### src/rtl/bf_pkg.sv
// bf_pkg: shared mode encodings and modular helpers for the butterfly.
// Helpers work on a 32-bit word; callers cast to their own width.
package bf_pkg;

  localparam int MAXW = 32;

  typedef logic [MAXW-1:0] word_t;

  typedef enum logic [1:0] {
    MODE_NTT    = 2'd0,
    MODE_INTT   = 2'd1,
    MODE_MULT   = 2'd2,
    MODE_ADDSUB = 2'd3
  } mode_e;

  // floor(2^(2*w) / q), the Barrett constant for a 2w-bit product.
  function automatic logic [63:0] barrett_k(
    input int w,
    input int q
  );
    return (64'd1 << (2 * w)) / 64'(q);
  endfunction

  // (a + b) mod q for a, b < q.
  function automatic word_t mod_add(
    input word_t a,
    input word_t b,
    input word_t q
  );
    logic [MAXW:0] s;
    s = {1'b0, a} + {1'b0, b};
    if (s >= {1'b0, q})
      s = s - {1'b0, q};
    return s[MAXW-1:0];
  endfunction

  // (a - b) mod q for a, b < q.
  function automatic word_t mod_sub(
    input word_t a,
    input word_t b,
    input word_t q
  );
    logic [MAXW:0] d;
    d = {1'b0, a} - {1'b0, b};
    if (a < b)
      d = d + {1'b0, q};
    return d[MAXW-1:0];
  endfunction

endpackage

### src/rtl/butterfly_pipe_param_mul.sv
// mod_mult_pipe: pipelined a*b mod Q with Barrett reduction.
// Ports: clk, rst_n (sync, low), en (advance), a, b, res (MUL_LAT later).
module mod_mult_pipe
  import bf_pkg::*;
#(
  parameter int WIDTH   = 12,
  parameter int Q       = 3329,
  parameter int MUL_LAT = 3
) (
  input  logic             clk,
  input  logic             rst_n,
  input  logic             en,
  input  logic [WIDTH-1:0] a,
  input  logic [WIDTH-1:0] b,
  output logic [WIDTH-1:0] res
);

  localparam int PW = 2 * WIDTH;

  typedef logic [PW-1:0] p_t;

  localparam p_t M  = p_t'(barrett_k(WIDTH, Q));
  localparam p_t QP = p_t'(Q);

  // Quotient estimate; never above floor(p/Q), at most 2 below it.
  function automatic p_t qhat(input p_t p);
    logic [2*PW-1:0] pm;
    pm = {{PW{1'b0}}, p} * {{PW{1'b0}}, M};
    return pm[2*PW-1:PW];
  endfunction

  // Remainder is below 3Q, so two conditional subtracts finish it.
  function automatic logic [WIDTH-1:0] fin(
    input p_t p,
    input p_t qh
  );
    p_t r;
    r = p - qh * QP;
    if (r >= QP)
      r = r - QP;
    if (r >= QP)
      r = r - QP;
    return r[WIDTH-1:0];
  endfunction

  p_t pr;
  assign pr = {{WIDTH{1'b0}}, a} * {{WIDTH{1'b0}}, b};

  if (MUL_LAT == 1) begin : g_l1
    logic [WIDTH-1:0] r1;
    always_ff @(posedge clk) begin
      if (!rst_n)
        r1 <= '0;
      else if (en)
        r1 <= fin(pr, qhat(pr));
    end
    assign res = r1;
  end else if (MUL_LAT == 2) begin : g_l2
    p_t               p1;
    logic [WIDTH-1:0] r2;
    always_ff @(posedge clk) begin
      if (!rst_n) begin
        p1 <= '0;
        r2 <= '0;
      end else if (en) begin
        p1 <= pr;
        r2 <= fin(p1, qhat(p1));
      end
    end
    assign res = r2;
  end else begin : g_ln
    p_t               p1;
    p_t               p2;
    p_t               qh2;
    logic [WIDTH-1:0] dl [MUL_LAT-2];
    always_ff @(posedge clk) begin
      if (!rst_n) begin
        p1  <= '0;
        p2  <= '0;
        qh2 <= '0;
        for (int i = 0; i < MUL_LAT - 2; i++)
          dl[i] <= '0;
      end else if (en) begin
        p1    <= pr;
        p2    <= p1;
        qh2   <= qhat(p1);
        dl[0] <= fin(p2, qh2);
        for (int i = 1; i < MUL_LAT - 2; i++)
          dl[i] <= dl[i-1];
      end
    end
    assign res = dl[MUL_LAT-3];
  end

endmodule

### src/rtl/butterfly_pipe_param.sv
// butterfly_pipe_param: pipelined NTT/INTT/MULT/ADDSUB butterfly mod Q.
// Ports: clk, rst_n (sync, low), in_valid/in_ready, mode, in_a, in_b,
// coef, out_valid/out_ready, out_1, out_2. Latency LAT = MUL_LAT+1.
// Define INTT_HALVE_EN to scale both INTT outputs by 2^-1 mod Q.
module butterfly_pipe_param
  import bf_pkg::*;
#(
  parameter int WIDTH   = 12,
  parameter int Q       = 3329,
  parameter int MUL_LAT = 3
) (
  input  logic             clk,
  input  logic             rst_n,
  input  logic             in_valid,
  output logic             in_ready,
  input  logic [1:0]       mode,
  input  logic [WIDTH-1:0] in_a,
  input  logic [WIDTH-1:0] in_b,
  input  logic [WIDTH-1:0] coef,
  output logic             out_valid,
  input  logic             out_ready,
  output logic [WIDTH-1:0] out_1,
  output logic [WIDTH-1:0] out_2
);

  localparam int LAT = MUL_LAT + 1;

  typedef logic [WIDTH-1:0] w_t;

  localparam word_t QW = word_t'(Q);
  localparam w_t    QT = w_t'(Q);

  typedef struct packed {
    logic  v;
    mode_e m;
    w_t    c1;
    w_t    c2;
  } side_t;

  logic  adv;
  logic  v0;
  mode_e m0;
  w_t    a0, b0, w0;
  w_t    s0, d0, mx, c1_in, t;
  side_t sd [LAT-1];
  side_t last;
  w_t    o1, o2;

  assign last      = sd[LAT-2];
  assign adv       = !(last.v && !out_ready);
  assign in_ready  = adv;
  assign out_valid = last.v;
  assign out_1     = o1;
  assign out_2     = o2;

  always_ff @(posedge clk) begin
    if (!rst_n) begin
      v0 <= 1'b0;
      m0 <= MODE_NTT;
      a0 <= '0;
      b0 <= '0;
      w0 <= '0;
    end else if (adv) begin
      v0 <= in_valid;
      m0 <= mode_e'(mode);
      a0 <= in_a;
      b0 <= in_b;
      w0 <= coef;
    end
  end

  assign s0 = w_t'(mod_add(word_t'(a0), word_t'(b0), QW));
  assign d0 = w_t'(mod_sub(word_t'(a0), word_t'(b0), QW));

  // INTT multiplies the difference; NTT and MULT multiply b.
  assign mx = (m0 == MODE_INTT) ? d0 : b0;

  // Sum replaces a for the modes that never need a again.
  assign c1_in = (m0 == MODE_INTT || m0 == MODE_ADDSUB) ? s0 : a0;

  mod_mult_pipe #(
    .WIDTH   (WIDTH),
    .Q       (Q),
    .MUL_LAT (MUL_LAT)
  ) u_mul (
    .clk   (clk),
    .rst_n (rst_n),
    .en    (adv),
    .a     (mx),
    .b     (w0),
    .res   (t)
  );

  always_ff @(posedge clk) begin
    if (!rst_n) begin
      for (int i = 0; i < LAT - 1; i++)
        sd[i] <= '0;
    end else if (adv) begin
      sd[0].v  <= v0;
      sd[0].m  <= m0;
      sd[0].c1 <= c1_in;
      sd[0].c2 <= d0;
      for (int i = 1; i < LAT - 1; i++)
        sd[i] <= sd[i-1];
    end
  end

`ifdef INTT_HALVE_EN
  function automatic w_t half(input w_t x);
    logic [WIDTH:0] s;
    s = {1'b0, x};
    if (x[0])
      s = s + (WIDTH+1)'(Q);
    return s[WIDTH:1];
  endfunction
`endif

  always_comb begin
    o1 = last.c1;
    o2 = last.c2;
    unique case (last.m)
      MODE_NTT: begin
        o1 = w_t'(mod_add(word_t'(last.c1), word_t'(t), QW));
        o2 = w_t'(mod_sub(word_t'(last.c1), word_t'(t), QW));
      end
      MODE_INTT: begin
`ifdef INTT_HALVE_EN
        o1 = half(last.c1);
        o2 = half(t);
`else
        o1 = last.c1;
        o2 = t;
`endif
      end
      MODE_MULT: begin
        o2 = t;
      end
      MODE_ADDSUB: begin
        o2 = last.c2;
      end
    endcase
  end

  a_in_range: assert property (
    @(posedge clk) disable iff (!rst_n)
    (in_valid && in_ready) |->
      (in_a < QT && in_b < QT && coef < QT)
  );

endmodule

### config.mk
export PLATFORM = sky130hd
export DESIGN_NAME = butterfly_pipe_param
export DESIGN_NICKNAME = d
export VERILOG_FILES = /design/src/rtl/bf_pkg.sv /design/src/rtl/butterfly_pipe_param_mul.sv /design/src/rtl/butterfly_pipe_param.sv
export SDC_FILE = /design/constraint.sdc
export NUM_CORES = 1
export LEC_CHECK = 0
export ABC_AREA = 1
export BUFFER_PORTS_ARGS = -buffer_cell sky130_fd_sc_hd__buf_2
export CAP_MARGIN = 20
export CORE_MARGIN = 3
export CORE_UTILIZATION = 60
export CTS_BUF_LIST = sky130_fd_sc_hd__clkbuf_8
export DETAILED_ROUTE_END_ITERATION = 16
export PLACE_DENSITY = 0.8
export SYNTH_ARGS = -nofsm -noshare
export SYNTH_HDL_FRONTEND = slang
export SYNTH_SLANG_ARGS = --single-unit
### constraint.sdc
create_clock -name clk -period 7.55 [get_ports clk]
set_input_delay 0.755 -clock clk [delete_from_list [all_inputs] [get_ports clk]]
set_output_delay 0.755 -clock clk [all_outputs]
set_load 0.05 [all_outputs]
==> results of run 1 <==
## repair_timing
item	in CTS	in global routing
resized for setup	18	120
cloned	0	0
buffers inserted	1	16
pin swaps	5	81
endpoints found under the setup margin	7	16
## critical path, delay by kind of cell, from the launching register on
| family | cells | cell delay, ns |
|---|---|---|
| compound gates | 12 | 1.64 |
| flops | 1 | 0.35 |
| fa+ha+maj | 8 | 3.33 |
| buf+inv | 9 | 0.78 |
| simple gates | 12 | 1.00 |
| xor+xnor | 1 | 0.10 |
## cells by family (layout without fill, tap and decap cells)
logic type | after synthesis | count (layout) | share of synthesized area
and+or+nand+nor | 1155 | 1155 | 0.190
buffers and inverters | 860 | 1020 | 0.129
adders and majority gates | 585 | 585 | 0.367
AOI/OAI and AO/OA | 435 | 435 | 0.0949
DFF | 193 | 193 | 0.190
xor gates and xnor gates | 82 | 82 | 0.0290
## worst paths after layout
| check | endpoint | cells past startpoint |
|---|---|---|
| worst max register to register | u_mul.g_ln.p1[20] | 42 |
| worst min register to register | u_mul.g_ln.p2[9] | 2 |
| worst max-delay path | u_mul.g_ln.p1[20] | 42 |
| worst min-delay path | w0[4] | 3 |
## cell usage in the layout, fill, tap and decap left out, types with 5 or more instances in the layout
| cell | netlist | layout |
|---|---|---|
| nand2_1 | 645 | 631 |
| o21ai_0 | 166 | 149 |
| buf_4 | 0 | 115 |
| o211ai_1 | 5 | 5 |
| o22ai_1 | 40 | 40 |
| o21ai_2 | 3 | 15 |
| inv_2 | 22 | 36 |
| inv_1 | 771 | 756 |
| edfxtp_1 | 93 | 93 |
| dfxtp_1 | 100 | 97 |
| nand3_2 | 13 | 14 |
| nor2_2 | 12 | 18 |
| ha_4 | 0 | 11 |
| o21ai_1 | 12 | 15 |
| a21oi_4 | 0 | 5 |
| buf_6 | 4 | 9 |
| nand4_1 | 27 | 27 |
| a21oi_1 | 152 | 139 |
| buf_2 | 6 | 67 |
| clkbuf_8 | 0 | 17 |
| a31oi_1 | 14 | 14 |
| xnor2_1 | 12 | 10 |
| a21oi_2 | 1 | 9 |
| ha_1 | 325 | 313 |
| fa_2 | 0 | 6 |
| nor2_1 | 301 | 292 |
| nor3_1 | 26 | 25 |
| nand2_2 | 15 | 27 |
| o21bai_1 | 7 | 6 |
| fa_1 | 260 | 254 |
| xor2_1 | 68 | 67 |
| nand3b_1 | 5 | 5 |
| a21o_1 | 6 | 6 |
| nand3_1 | 93 | 92 |
## cell type report
class | count | area, um2
Sequential cell | 193 | 4800
Clock inverter | 15 | 163
Tap cell | 532 | 666
Timing Repair Buffer | 191 | 1300
Fill cell | 3424 | 13400
Multi-Input combinational cell | 2257 | 17700
Clock buffer | 17 | 234
Inverter | 797 | 3000
## per-stage QoR
| stage | TNS (ns) | std cells |
|---|---|---|
| after floorplan | 0 | 3310 |
| after global placement | -0.384 | 3953 |
| after detailed placement | -1.37 | 3953 |
| after CTS | 0 | 3986 |
| after global routing | -0.594 | 4002 |
| final | 0 | 4002 |
## state kept, by name, indices dropped and copies added, names as in the netlist
| signal | count |
|---|---|
| a0 | 12 |
| u_mul.g_ln.p2 | 24 |
| m0 | 2 |
| u_mul.g_ln.p1 | 24 |
| v0 | 1 |
| b0 | 12 |
| u_mul.g_ln.dl | 12 |
| u_mul.g_ln.qh2 | 13 |
| sd | 81 |
| w0 | 12 |
## routing by layer
metal	routed length, um	up-vias
li1	-	10500
met1	29300	10300
met2	31100	634
met3	3860	88
met4	1170	0
met5	0	-
==> results.md, run 1 <==
- Post-Syn Nets: 3937
- Yosys cell types: 54
- Cell taking the most area after synthesis: fa_1
- Asr flop ratio synth: 0
- Layout Utilization: 0.675
- Startpoint types: flop
- Row cnt: 74
- Vias per cell: 5.38
- Routing usage on met1: 0.422
- Flop2flop setup slack: 0.22 ns
- RSZ-0062 raised after global routing: yes
- Crit path DAT: 7.75 ns
- Initial antenna violation count: 0
- Hold Path Class: in2reg
- Area delta synth->final: 10.2%
- Vias in the first global route: 20.9k
- Residual DRC: 0
- Routability cong.: 0.989
- IO Count: 68
- Final setup fails: 0
- Register area share after synthesis: 0.190
- Clock sink count: 193
- Die X: 211 um
- Max incr delay on CP: 0.56 ns
- Worst setup margin: 0.225 ns
- Worst Max-Slew Pin Slew: 0.923 ns
- Ant diodes: 0
- Most frequent cell after synthesis: inv_1
- Post-synth top area share: 0.206
- Grt met2 use: 0.484
- Initial Util: 0.613
- Tot GR Track Use: 0.294
- Clock latency on the worst-skew pair: 0.53 ns
- Final Hold Viols: 0
- # nets final: 4084
- Die area: 44600 um2
- Critical path type: reg2reg
- Post-Route WL: 65.4 mm
- Crit path top cell by count: nand2_2
- Grt ovf: 0
- Worst hold slack: 0.423 ns
- WP data required: 7.97 ns
- Final HPWL DP: 54.1 mm
- Clk slew on worst S/H paths: 0.11 ns
- Routed length per instance: 16.3 um
- Slew headroom: 0.385
- Worst Clk Skew: 0.0237 ns
- Pin count of the biggest net entering global routing: 100
- Tmin final: 7.33 ns
- I/O Buffers: 67
- Synth Warn #: 0
- Top cells by area, synth: fa_1 21%, ha_1 16%, inv_1 11%
- Synthesized area: 25300 um2
- Layout cells sized above 1: 0.115
- Top cells by count, synth: 771 x inv_1, 645 x nand2_1, 325 x ha_1, 301 x nor2_1, 260 x fa_1
- Area post-placement: 26800 um2
- Layout Cell Area excl Fill: 27800 um2
- Yosys reg bits: 193
- Hold_sp: coef[4]
- Status: completed
- Pre-CTS worst setup slack: -0.460 ns
- Met3 Resource Use GR: 0.0413
- TritonCTS clock tree: built
- Prevailing post-synth register cell: dfxtp_1
- Initial DRC Count: 1695
- Critical path's slowest cell: fa_1
- CTS Root Buffer Type: clkbuf_8
- Clock buffer depth: 2
- Max frequency: 137 MHz
- Max-Cap Viols: 0
- Die Y: 211 um
- First drt pass iteration count: 6
- CTS Buf Count: 17
- H-tree depth: 4
- Final Max Slew Viols: 0
- CP endpoint kind: flop
- Vias: 21.5k
- Worst Setup SP: a0[0]
- Mean cell area of the mapped netlist: 7.63 um2
- Gr busiest metal: met2
- # hold bufs at CTS: 0
- Post-route ant nets: 0
- First-pass GRT wire length: 105 mm
- Post-Synthesis Cells: 3310
- Tcrit/Tclk final: 0.970
- Worst-path fanout max: 7
- Number of flops mapped to enable cells by yosys: 93
- Reg-to-Reg Start: a0[0]
- Core ar.: 41200 um2
Power of run 1 is left out: the tool's default activity adds up to more than one toggle a clock period on the data nets, which glitch-free logic cannot reach.
==> run 2: changes to the inputs <==
--- a/config.mk
+++ b/config.mk
@@ -9,10 +9,11 @@
 export BUFFER_PORTS_ARGS = -buffer_cell sky130_fd_sc_hd__buf_2
 export CAP_MARGIN = 20
 export CORE_MARGIN = 3
-export CORE_UTILIZATION = 60
+export CORE_UTILIZATION = 55
 export CTS_BUF_LIST = sky130_fd_sc_hd__clkbuf_8
 export DETAILED_ROUTE_END_ITERATION = 16
-export PLACE_DENSITY = 0.8
+export PLACE_DENSITY = 0.74
+export RECOVER_POWER = 50
 export SYNTH_ARGS = -nofsm -noshare
 export SYNTH_HDL_FRONTEND = slang
 export SYNTH_SLANG_ARGS = --single-unit
==> results.md, run 2 (synthesis results as in run 1) <==
- Grt ovf: 0
- I/O Buffers: 67
- Clock latency on the worst-skew pair: 0.51 ns
- Area delta synth->final: 10.5%
- Failing checks: max-capacitance violations, max-slew violations
- Ant diodes: 0
- Cells after DPL: 4028
- Initial DRC Count: 1391
- Reg-to-Reg Start: a0[0]
- Critical path type: reg2reg
- Max frequency: 138 MHz
- Routed length per instance: 15.0 um
- Routability cong.: 0.939
- Clock buffer depth: 2
- TritonCTS clock tree: built
- Tcrit/Tclk final: 0.958
- Vias: 21.1k
- WP data required: 7.90 ns
- Max incr delay on CP: 0.55 ns
- Commonest non-fill, non-tap cell in the layout: inv_1
- Non-filler cells, final: 4080
- # nets final: 4102
- H-tree depth: 4
- Hold_sp: in_a[8]
- Max-Cap Viols: 1
- Clk slew on worst S/H paths: 0.11 ns
- CP endpoint kind: flop
- Crit path DAT: 7.59 ns
- Worst Max-Slew Pin Slew: 3.47 ns
- Residual DRC: 0
- Initial antenna violation count: 0
- Post-route ant nets: 0
- Hold Path Class: in2reg
- Die area: 48500 um2
- CTS Root Buffer Type: clkbuf_8
- Worst Clk Skew: 0.0245 ns
- Initial Util: 0.564
- Worst Setup SP: a0[0]
- Layout cells sized above 1: 0.114
- Worst-path fanout max: 5
- Vias in the first global route: 20.0k
- Clock sink count: 193
- Startpoint types: flop
- Critical path's slowest cell: fa_1
- IO Count: 68
- RSZ-0062 raised after global routing: yes
- Family with the most delay on the worst path: adder cells
- Most flop-heavy register: sd
- Pin count of the biggest net entering global routing: 122
- Top Registers: sd: 81 flops, u_mul.g_ln.p1: 24 flops, u_mul.g_ln.p2: 24 flops
- Final HPWL DP: 50.5 mm
- Commonest cells after routing, fill and taps aside: 761 x inv_1, 634 x nand2_1, 314 x ha_1, 294 x nor2_1, 257 x fa_1
- Final setup fails: 0
- Max reg flops: 81
- Tmin final: 7.23 ns
- Final Max Slew Viols: 86
- Status: finished with violations
- Die X: 220 um
- Vias per cell: 5.18
- First drt pass iteration count: 6
- Slew headroom: -1.31
- Setup_tns: 0 ns
- Row cnt: 77
- Die Y: 220 um
- Post-Route WL: 61.2 mm
- First-pass GRT wire length: 99.6 mm
- Buf+Inv Stages, Crit Path: 10
- CTS Buf Count: 17
- Crit path top cell by count: inv_1
- Final Hold Viols: 0
- Tot GR Track Use: 0.257
- Core ar.: 44800 um2
## run 2: final timing paths
path,to,slack [ns],depth (start not counted)
worst max-delay path,u_mul.g_ln.p1[22],0.32,36
worst min-delay path,a0[8],0.45,3
worst max register to register,u_mul.g_ln.p1[22],0.32,36
worst min register to register,u_mul.g_ln.p2[4],0.49,2
## run 2: repair_timing
action | in CTS | in global routing
hold buffers | 0 | 0
setup endpoints to repair | 6 | 8
buffers inserted | 5 | 15
resized for setup | 25 | 87
pin swaps | 11 | 56
## run 2: area by class of cell
cell class | instances | area [um2]
clock buffer | 17 | 234
clock inverter | 15 | 149
fill | 3974 | 16900
inverter | 797 | 3000
multi-input combinational | 2257 | 17600
sequential | 193 | 4800
tap | 592 | 741
timing repair buffer | 209 | 1420
## run 2: per-stage QoR
step                cell area (um2)  hold WS [ns]  setup WS (ns)  utilization
floorplan                     25300         0.448        0.00759            -
global placement              27000         0.467         -0.210        0.603
detailed placement            27000         0.476         -0.356        0.603
CTS                           27500         0.417         0.0229        0.613
global route                  27900         0.434        -0.0572        0.623
finish                        27900         0.449          0.315        0.623
## run 2: per-layer routing
layer | wire, um | global-route usage
met2 | 27300 | 0.404
met5 | 0 | 0
met4 | 1260 | 0.0549
met3 | 3850 | 0.0486
met1 | 28700 | 0.371
## run 2: worst register-to-register path: cells and delay by family (launching register included)
| kind | cells | cell delay [ns] |
|---|---|---|
| and+or+nand+nor | 9 | 1.38 |
| adders and majority gates | 8 | 3.14 |
| AOI/OAI and AO/OA | 7 | 0.83 |
| xor gates and xnor gates | 2 | 0.37 |
| buffers and inverters | 10 | 1.07 |
| DFF | 1 | 0.34 |
Power of run 2 is left out for the same reason.
